## src/rtl/mips16_pkg.sv

```systemverilog
// Shared MIPS16 data-memory types: bus widths, arbiter FSM encoding, requester ids.
// Also holds the address legality rule used when a request is granted.
package mips16_pkg;

  localparam int DATA_W = 16;
  localparam int ADDR_W = 16;

  typedef enum logic [1:0] {
    ST_IDLE   = 2'd0,
    ST_ACCESS = 2'd1,
    ST_RESP   = 2'd2
  } arb_state_t;

  localparam logic REQ_CPU = 1'b0;
  localparam logic REQ_DMA = 1'b1;

  // Word-aligned and inside the populated part of data memory.
  function automatic logic addr_ok(input logic [ADDR_W-1:0] addr, input int unsigned words);
    return (addr[0] == 1'b0) && (32'(addr[ADDR_W-1:1]) < words);
  endfunction

endpackage

```

## src/rtl/dmem_arb_pick.sv

```systemverilog
// Combinational 2-way winner select; round-robin when DMEM_ARB_RR_EN is defined, else fixed r0 priority.
// Zero latency; a losing requester is simply not granted and keeps waiting.
module dmem_arb_pick
  import mips16_pkg::*;
(
  input  logic r0_req,
  input  logic r1_req,
`ifdef DMEM_ARB_RR_EN
  input  logic last_grant,
`endif
  output logic grant_vld,
  output logic grant_id
);

  always_comb begin
    grant_vld = r0_req | r1_req;
    grant_id  = REQ_CPU;
`ifdef DMEM_ARB_RR_EN
    // On a tie the requester that did not win last time goes first.
    if (r0_req && r1_req) begin
      grant_id = ~last_grant;
    end else if (r1_req) begin
      grant_id = REQ_DMA;
    end
`else
    if (!r0_req && r1_req) begin
      grant_id = REQ_DMA;
    end
`endif
  end

endmodule

```

## src/rtl/dmem_arbiter.sv

```systemverilog
// Two-requester data-memory arbiter (IDLE->ACCESS->RESP), done two cycles after a request is seen in IDLE.
// Requesters hold req until done; optional round-robin tie-break via DMEM_ARB_RR_EN.
module dmem_arbiter
  import mips16_pkg::*;
#(
  parameter int unsigned MEM_WORDS = 256
) (
  input  logic              clk,
  input  logic              reset,
  input  logic              r0_req,
  input  logic              r0_we,
  input  logic [ADDR_W-1:0] r0_addr,
  input  logic [DATA_W-1:0] r0_wdata,
  output logic              r0_done,
  output logic              r0_err,
  output logic [DATA_W-1:0] r0_rdata,
  input  logic              r1_req,
  input  logic              r1_we,
  input  logic [ADDR_W-1:0] r1_addr,
  input  logic [DATA_W-1:0] r1_wdata,
  output logic              r1_done,
  output logic              r1_err,
  output logic [DATA_W-1:0] r1_rdata,
  output logic [ADDR_W-1:0] mem_access_addr,
  output logic [DATA_W-1:0] mem_write_data,
  output logic              mem_write_en,
  output logic              mem_read,
  input  logic [DATA_W-1:0] mem_read_data,
  output logic              busy
);

  arb_state_t        state;
  arb_state_t        state_nxt;
  logic              grant_vld;
  logic              grant_id;
  logic              win_we;
  logic [ADDR_W-1:0] win_addr;
  logic [DATA_W-1:0] win_wdata;
  logic              lat_id;
  logic              lat_we;
  logic              lat_bad;
  logic [ADDR_W-1:0] lat_addr;
  logic [DATA_W-1:0] lat_wdata;
`ifdef DMEM_ARB_RR_EN
  logic              last_grant;
`endif

  dmem_arb_pick u_pick (
    .r0_req     (r0_req),
    .r1_req     (r1_req),
`ifdef DMEM_ARB_RR_EN
    .last_grant (last_grant),
`endif
    .grant_vld  (grant_vld),
    .grant_id   (grant_id)
  );

  assign win_we    = grant_id ? r1_we    : r0_we;
  assign win_addr  = grant_id ? r1_addr  : r0_addr;
  assign win_wdata = grant_id ? r1_wdata : r0_wdata;

  always_ff @(posedge clk or posedge reset) begin
    if (reset) begin
      state <= ST_IDLE;
    end else begin
      state <= state_nxt;
    end
  end

  // Memory strobes are combinational from state so an async reset kills them immediately.
  always_comb begin
    state_nxt       = state;
    mem_access_addr = '0;
    mem_write_data  = '0;
    mem_write_en    = 1'b0;
    mem_read        = 1'b0;
    case (state)
      ST_IDLE: begin
        if (grant_vld) begin
          state_nxt = ST_ACCESS;
        end
      end
      ST_ACCESS: begin
        state_nxt       = ST_RESP;
        mem_access_addr = lat_addr;
        mem_write_data  = lat_wdata;
        mem_write_en    = lat_we & ~lat_bad;
        mem_read        = ~lat_we & ~lat_bad;
      end
      ST_RESP: begin
        state_nxt = ST_IDLE;
      end
      default: begin
        state_nxt = ST_IDLE;
      end
    endcase
  end

  assign busy = (state != ST_IDLE);

  always_ff @(posedge clk or posedge reset) begin
    if (reset) begin
      lat_id    <= REQ_CPU;
      lat_we    <= 1'b0;
      lat_bad   <= 1'b0;
      lat_addr  <= '0;
      lat_wdata <= '0;
      r0_done   <= 1'b0;
      r0_err    <= 1'b0;
      r0_rdata  <= '0;
      r1_done   <= 1'b0;
      r1_err    <= 1'b0;
      r1_rdata  <= '0;
`ifdef DMEM_ARB_RR_EN
      last_grant <= REQ_DMA;
`endif
    end else begin
      r0_done <= 1'b0;
      r0_err  <= 1'b0;
      r1_done <= 1'b0;
      r1_err  <= 1'b0;
      if (state == ST_IDLE && grant_vld) begin
        lat_id    <= grant_id;
        lat_we    <= win_we;
        lat_addr  <= win_addr;
        lat_wdata <= win_wdata;
        lat_bad   <= !addr_ok(win_addr, MEM_WORDS);
`ifdef DMEM_ARB_RR_EN
        last_grant <= grant_id;
`endif
      end
      // Completion registers load on the ACCESS->RESP edge, so they are visible during RESP.
      if (state == ST_ACCESS) begin
        if (lat_id == REQ_CPU) begin
          r0_done <= 1'b1;
          r0_err  <= lat_bad;
          if (lat_bad) begin
            r0_rdata <= '0;
          end else if (!lat_we) begin
            r0_rdata <= mem_read_data;
          end
        end else begin
          r1_done <= 1'b1;
          r1_err  <= lat_bad;
          if (lat_bad) begin
            r1_rdata <= '0;
          end else if (!lat_we) begin
            r1_rdata <= mem_read_data;
          end
        end
      end
    end
  end

endmodule
```

## config.mk

```make
export PLATFORM = sky130hd
export DESIGN_NAME = dmem_arbiter
export DESIGN_NICKNAME = d
export VERILOG_FILES = /design/src/rtl/mips16_pkg.sv /design/src/rtl/dmem_arb_pick.sv /design/src/rtl/dmem_arbiter.sv
export SDC_FILE = /design/constraint.sdc
export NUM_CORES = 1
export LEC_CHECK = 0
export ABC_AREA = 1
export BUFFER_PORTS_ARGS = -buffer_cell sky130_fd_sc_hd__buf_2
export CAP_MARGIN = 15
export CORE_MARGIN = 2
export CORE_UTILIZATION = 47
export CTS_CLUSTER_SIZE = 20
export DETAILED_ROUTE_END_ITERATION = 16
export PLACE_DENSITY = 0.8
export SLEW_MARGIN = 20
export SYNTH_ARGS = -nofsm -noshare
export SYNTH_HDL_FRONTEND = slang
export SYNTH_SLANG_ARGS = --single-unit
```

## constraint.sdc

```tcl
create_clock -name clk -period 2.4 [get_ports clk]
set_input_delay 0.24 -clock clk [delete_from_list [all_inputs] [get_ports clk]]
set_output_delay 0.24 -clock clk [all_outputs]
set_load 0.05 [all_outputs]
```

Word-level counts from Yosys, hierarchy flattened
Index checks and enable logic that the tools add are counted.
- $add $sub $neg: 0
- $mul: 0
- div/mod/pow operators: 0
- magnitude comparators: 1
- equality and inequality tests: 3
- shift-type cells: 0
- muxes and demuxes: 20
- bitwise logic cells: 7
- reduce and logical (&&, ||, !) cells: 9
- operator list (operator ; number):
    16-bit two-way mux ; 6
    15-bit by 9-bit less-than comparator with 1-bit output, second input constant ; 1
    1-bit two-way mux ; 12
    3-bit AND reduction ; 2
    1-bit inverter ; 4
    2-bit one-hot mux with 2 select lines ; 1
    1-bit logical AND ; 3
    1-bit bitwise AND ; 2
    2-bit by 1-bit equality test with 1-bit output, second input constant ; 1
    1-bit logical NOT ; 2
    2-bit logical NOT ; 1
    2-bit two-way mux ; 1
    2-bit by 1-bit inequality test with 1-bit output, second input constant ; 1
    2-bit inequality test, second input constant ; 1
    2-bit nonzero test ; 1
    1-bit OR ; 1
- register bits after elaboration: 73
- latch bits: 0
- bits in writable memories: 0
- memory bits (read-only): 0
- input port bits: 86
- output and inout bits: 71
- logic and storage cells: 52
- memories: 0

Logic depth before layout (Yosys ltp)
- word-level depth: 7
- mapped depth: 10

Hierarchy
From an unflattened synthesis, not the netlist that was laid out.
- cell total of the unflattened synthesis: 485
- area total of the unflattened synthesis: 3612.2 um^2
- by module, submodules not included (module ; times used ; cells an instance ; area an instance (um^2)):
    dmem_arbiter ; 1 ; 481 ; 3597.2
    dmem_arb_pick ; 1 ; 4 ; 15.0

Worst setup path before layout
No wires, ideal clock.
- path type: register to output
- start: register state[1]
- end: output mem_read
- arrival: 1.773 ns
- data required time: 2.160 ns
- setup slack: 0.387 ns
- stages on the path, launching flop included: 5
- path buffers: 1
- cell sequence: dfrtp_1 inv_1 nand2_1 buf_2 nor3_1
- longest elaborated chain between the ends: 2
- RTL lines (item ; RTL line ; RTL):
    start, declared ; dmem_arbiter.sv:32 ; arb_state_t state;
    start signal, assigned ; dmem_arbiter.sv:66 ; state <= state_nxt;
    2-bit by 1-bit equality test with 1-bit output ; dmem_arbiter.sv:77 ; case (state)
    1-bit two-way mux ; dmem_arbiter.sv:77 ;
    end, declared ; dmem_arbiter.sv:27 ; output logic mem_read,
No other way between the ends.

Final worst setup path
- start: register state[1]
- end: register lat_wdata[14]
- longest elaborated chain between the ends: 2
- RTL lines (item ; RTL line ; RTL):
    2-bit logical NOT ; dmem_arbiter.sv:122 ; if (state == ST_IDLE && grant_vld) begin
    1-bit logical AND ; dmem_arbiter.sv:122 ;
    end signal, assigned ; dmem_arbiter.sv:126 ; lat_wdata <= win_wdata;
    end, declared ; dmem_arbiter.sv:43 ; logic [DATA_W-1:0] lat_wdata;
No other way between the ends.
A chain may end at the register's enable or synchronous reset.

==> reports/summary.txt <==
Cell variety after synth - 20
CP startpoint kind - flop
Number of DRC markers in iteration 0 - 99
Vias - 3366
Sink Count - 73
Post-CTS setup buffers - 0
Minimum clock period - 1820 ps
CTS clk-pin slew, worst paths - 80 ps
Synth cell count leaders - 98 x inv_1, 79 x nor2_1, 73 x dfrtp_1, 67 x nand2_1, 58 x o21ai_0
Die height - 90.3 um
Drt pass-1 iters - 5
Diodes inserted - 0
Critical Path Fanout Max - 52
Die Span X - 90.3 um
Most Crowded Layer GR - met2
CP Class - flop to flop
Post-detail-place hpwl - 6220 um
Placed Cells - 690
# hold bufs at CTS - 1
Final core utilization - 0.631
Placed inst area - 4330 um2
Ranking of synthesized cells by area - dfrtp_1 52%, inv_1 11%, nor2_1 8.5%
Hold slack - 157 ps
Seq/Total Area, Yosys - 0.522
Filler cells - 677
Most instantiated library cell after synthesis - inv_1
Pleak - 2.60 nW
RSZ-0062 raised after global routing - false
Final setup TNS - 0 ps
Flops & latches, synth - 73
Final cell count without fillers - 706
Overall fraction of global-route tracks in use - 0.222
Grt ovf - 0
DRC errors left - 0
Worst-margin pin slew - 708 ps
Drt wl/cell - 12.2 um
Vias in the first global route - 3278
Number of flops mapped to enable cells by yosys - 0
Post-synth top area cell - dfrtp_1
Antenna violations before repair - 0
Worst vdd ir - 0.908 mV
GRT met1 Usage - 0.271
Clk_skew - 8.20 ps
MaxCap Viol Count - 0
Clock Tree Buf Depth - 2
Pwr/cell area - 1460 nW/um2
Boundary Pins - 157
Fin nets - 689
Row count - 31
Number of CTS-inserted buffers - 9
Met2 Resource Use GR - 0.373
CTS root buf - clkbuf_8
Antenna-violating nets left - 0
Routed Wire Length - 8610 um
Layout cells sized above 1 - 0.305
Outcome - completed
Die Footprint - 8150 um2
Gpl congestion - 0.785
CTS tree - done
Post-synth top area share - 0.522
YS warnings - 0
Mapped Area - 3500 um2
H-tree depth - 3
Area Growth Syn to Fin - 30.2%
Fmax - 0.549 GHz
Vias per cell - 4.77
Core outline area - 7210 um2
Largest net degree at the start of global routing - 53
Most used DFF post-synth - dfrtp_1
Syn Nets - 539
Post-cts gate resize count - 0
Final setup viols - 0
Crit. End Element - flop
Final Hold Fails - 0
Final instance area - 4550 um2
Max Slew Vio Count - 0
Grt met3 use - 0.0676
Worst slew margin - 0.527
First-pass GRT wire length - 14600 um
Clk_lat worst skew - 350 ps
Mapped Cells - 453
Initial Utilization - 0.485
Syn_area_per_cell - 7.72 um2
Arrival time worst endpoint - 2080 ps
CP Data Required Time - 2660 ps
Hold crit path type - input pin to flop
Port bufs - 156
Flop2flop setup slack - 580 ps
Final Cycle Share - 0.759
Async S/R FF share, synth - 1.00
worst max-delay path, stage by stage, from the launching register on:
cell     delay, ps
dfrtp_1        380
nor2_1         160
o21ai_1         90
buf_4          200
inv_2          530
o21ai_0        210
o22ai_1        170
metal layers:
layer	share of wire	wire, um	up-vias
li1	-	-	1676
met1	0.43	3700	1540
met2	0.48	4120	142
met3	0.081	699	8
met4	0.012	100	0
met5	0	0	-
power breakdown:
part / total, mW / switching [mW] / leakage (nW) / internal (mW)
registers: 2.01 / 0.234 / 0.925 / 1.78
clock network: 1.05 / 0.441 / 0.106 / 0.608
logic: 3.60 / 2.77 / 1.57 / 0.836
cell type report:
cell class,count,area (um2),share of cell area
Inverter,102,383,0.0841
Multi-Input combinational cell,253,1150,0.253
Clock inverter,3,65.1,0.0143
Clock buffer,12,145,0.0319
Timing Repair Buffer,164,856,0.188
Sequential cell,73,1830,0.401
Tap cell,99,124,0.0272
worst paths after layout:
| kind | start | endpoint | cells past startpoint |
|---|---|---|---|
| setup / recovery | state[1] | lat_wdata[14] | 6 |
| hold / removal | r1_wdata[7] | lat_wdata[7] | 3 |
| setup reg to reg | state[1] | lat_wdata[14] | 6 |
| hold reg to reg | lat_addr[13] | lat_addr[13] | 2 |
| max in group asynchronous | reset | lat_we | 4 |
| min in group asynchronous | reset | r0_rdata[7] | 3 |
stage by stage:
step	power [mW]	setup slack [ps]
finish	6.66	578
global route	7.10	365
CTS	6.70	588
detailed placement	5.64	609
global placement	5.55	737
floorplan	4.82	307
sequential cells by signal (all words and copies together) (netlist names):
register,count
lat_addr,16
lat_wdata,16
r0_rdata,16
r1_rdata,16
state,2
lat_bad,1
lat_id,1
lat_we,1
r0_done,1
r0_err,1
r1_done,1
r1_err,1
layout by cell type (no fill, tap or decap):
cell type	count
nor2_4	1
buf_12	1
o21ai_1	9
clkinv_2	1
bufinv_16	2
inv_2	5
clkbuf_1	2
inv_1	97
nor3_2	1
dfrtp_1	73
nand3_1	3
nand2_1	67
buf_2	156
nor2_1	79
nor3_4	1
o21ai_0	58
dlygate4sd3_1	1
buf_4	6
nand2_4	1
nor3_1	4
clkbuf_8	10
nand3b_1	4
o22ai_1	25
cell families (layout without fill, tap and decap cells):
| family | after synthesis | count (layout) | synth area share |
|---|---|---|---|
| AOI/OAI and AO/OA | 92 | 92 | 0.141 |
| buffers and inverters | 127 | 281 | 0.148 |
| DFF | 73 | 73 | 0.522 |
| and+or+nand+nor | 161 | 161 | 0.189 |
(Power assumes the default switching activity.)
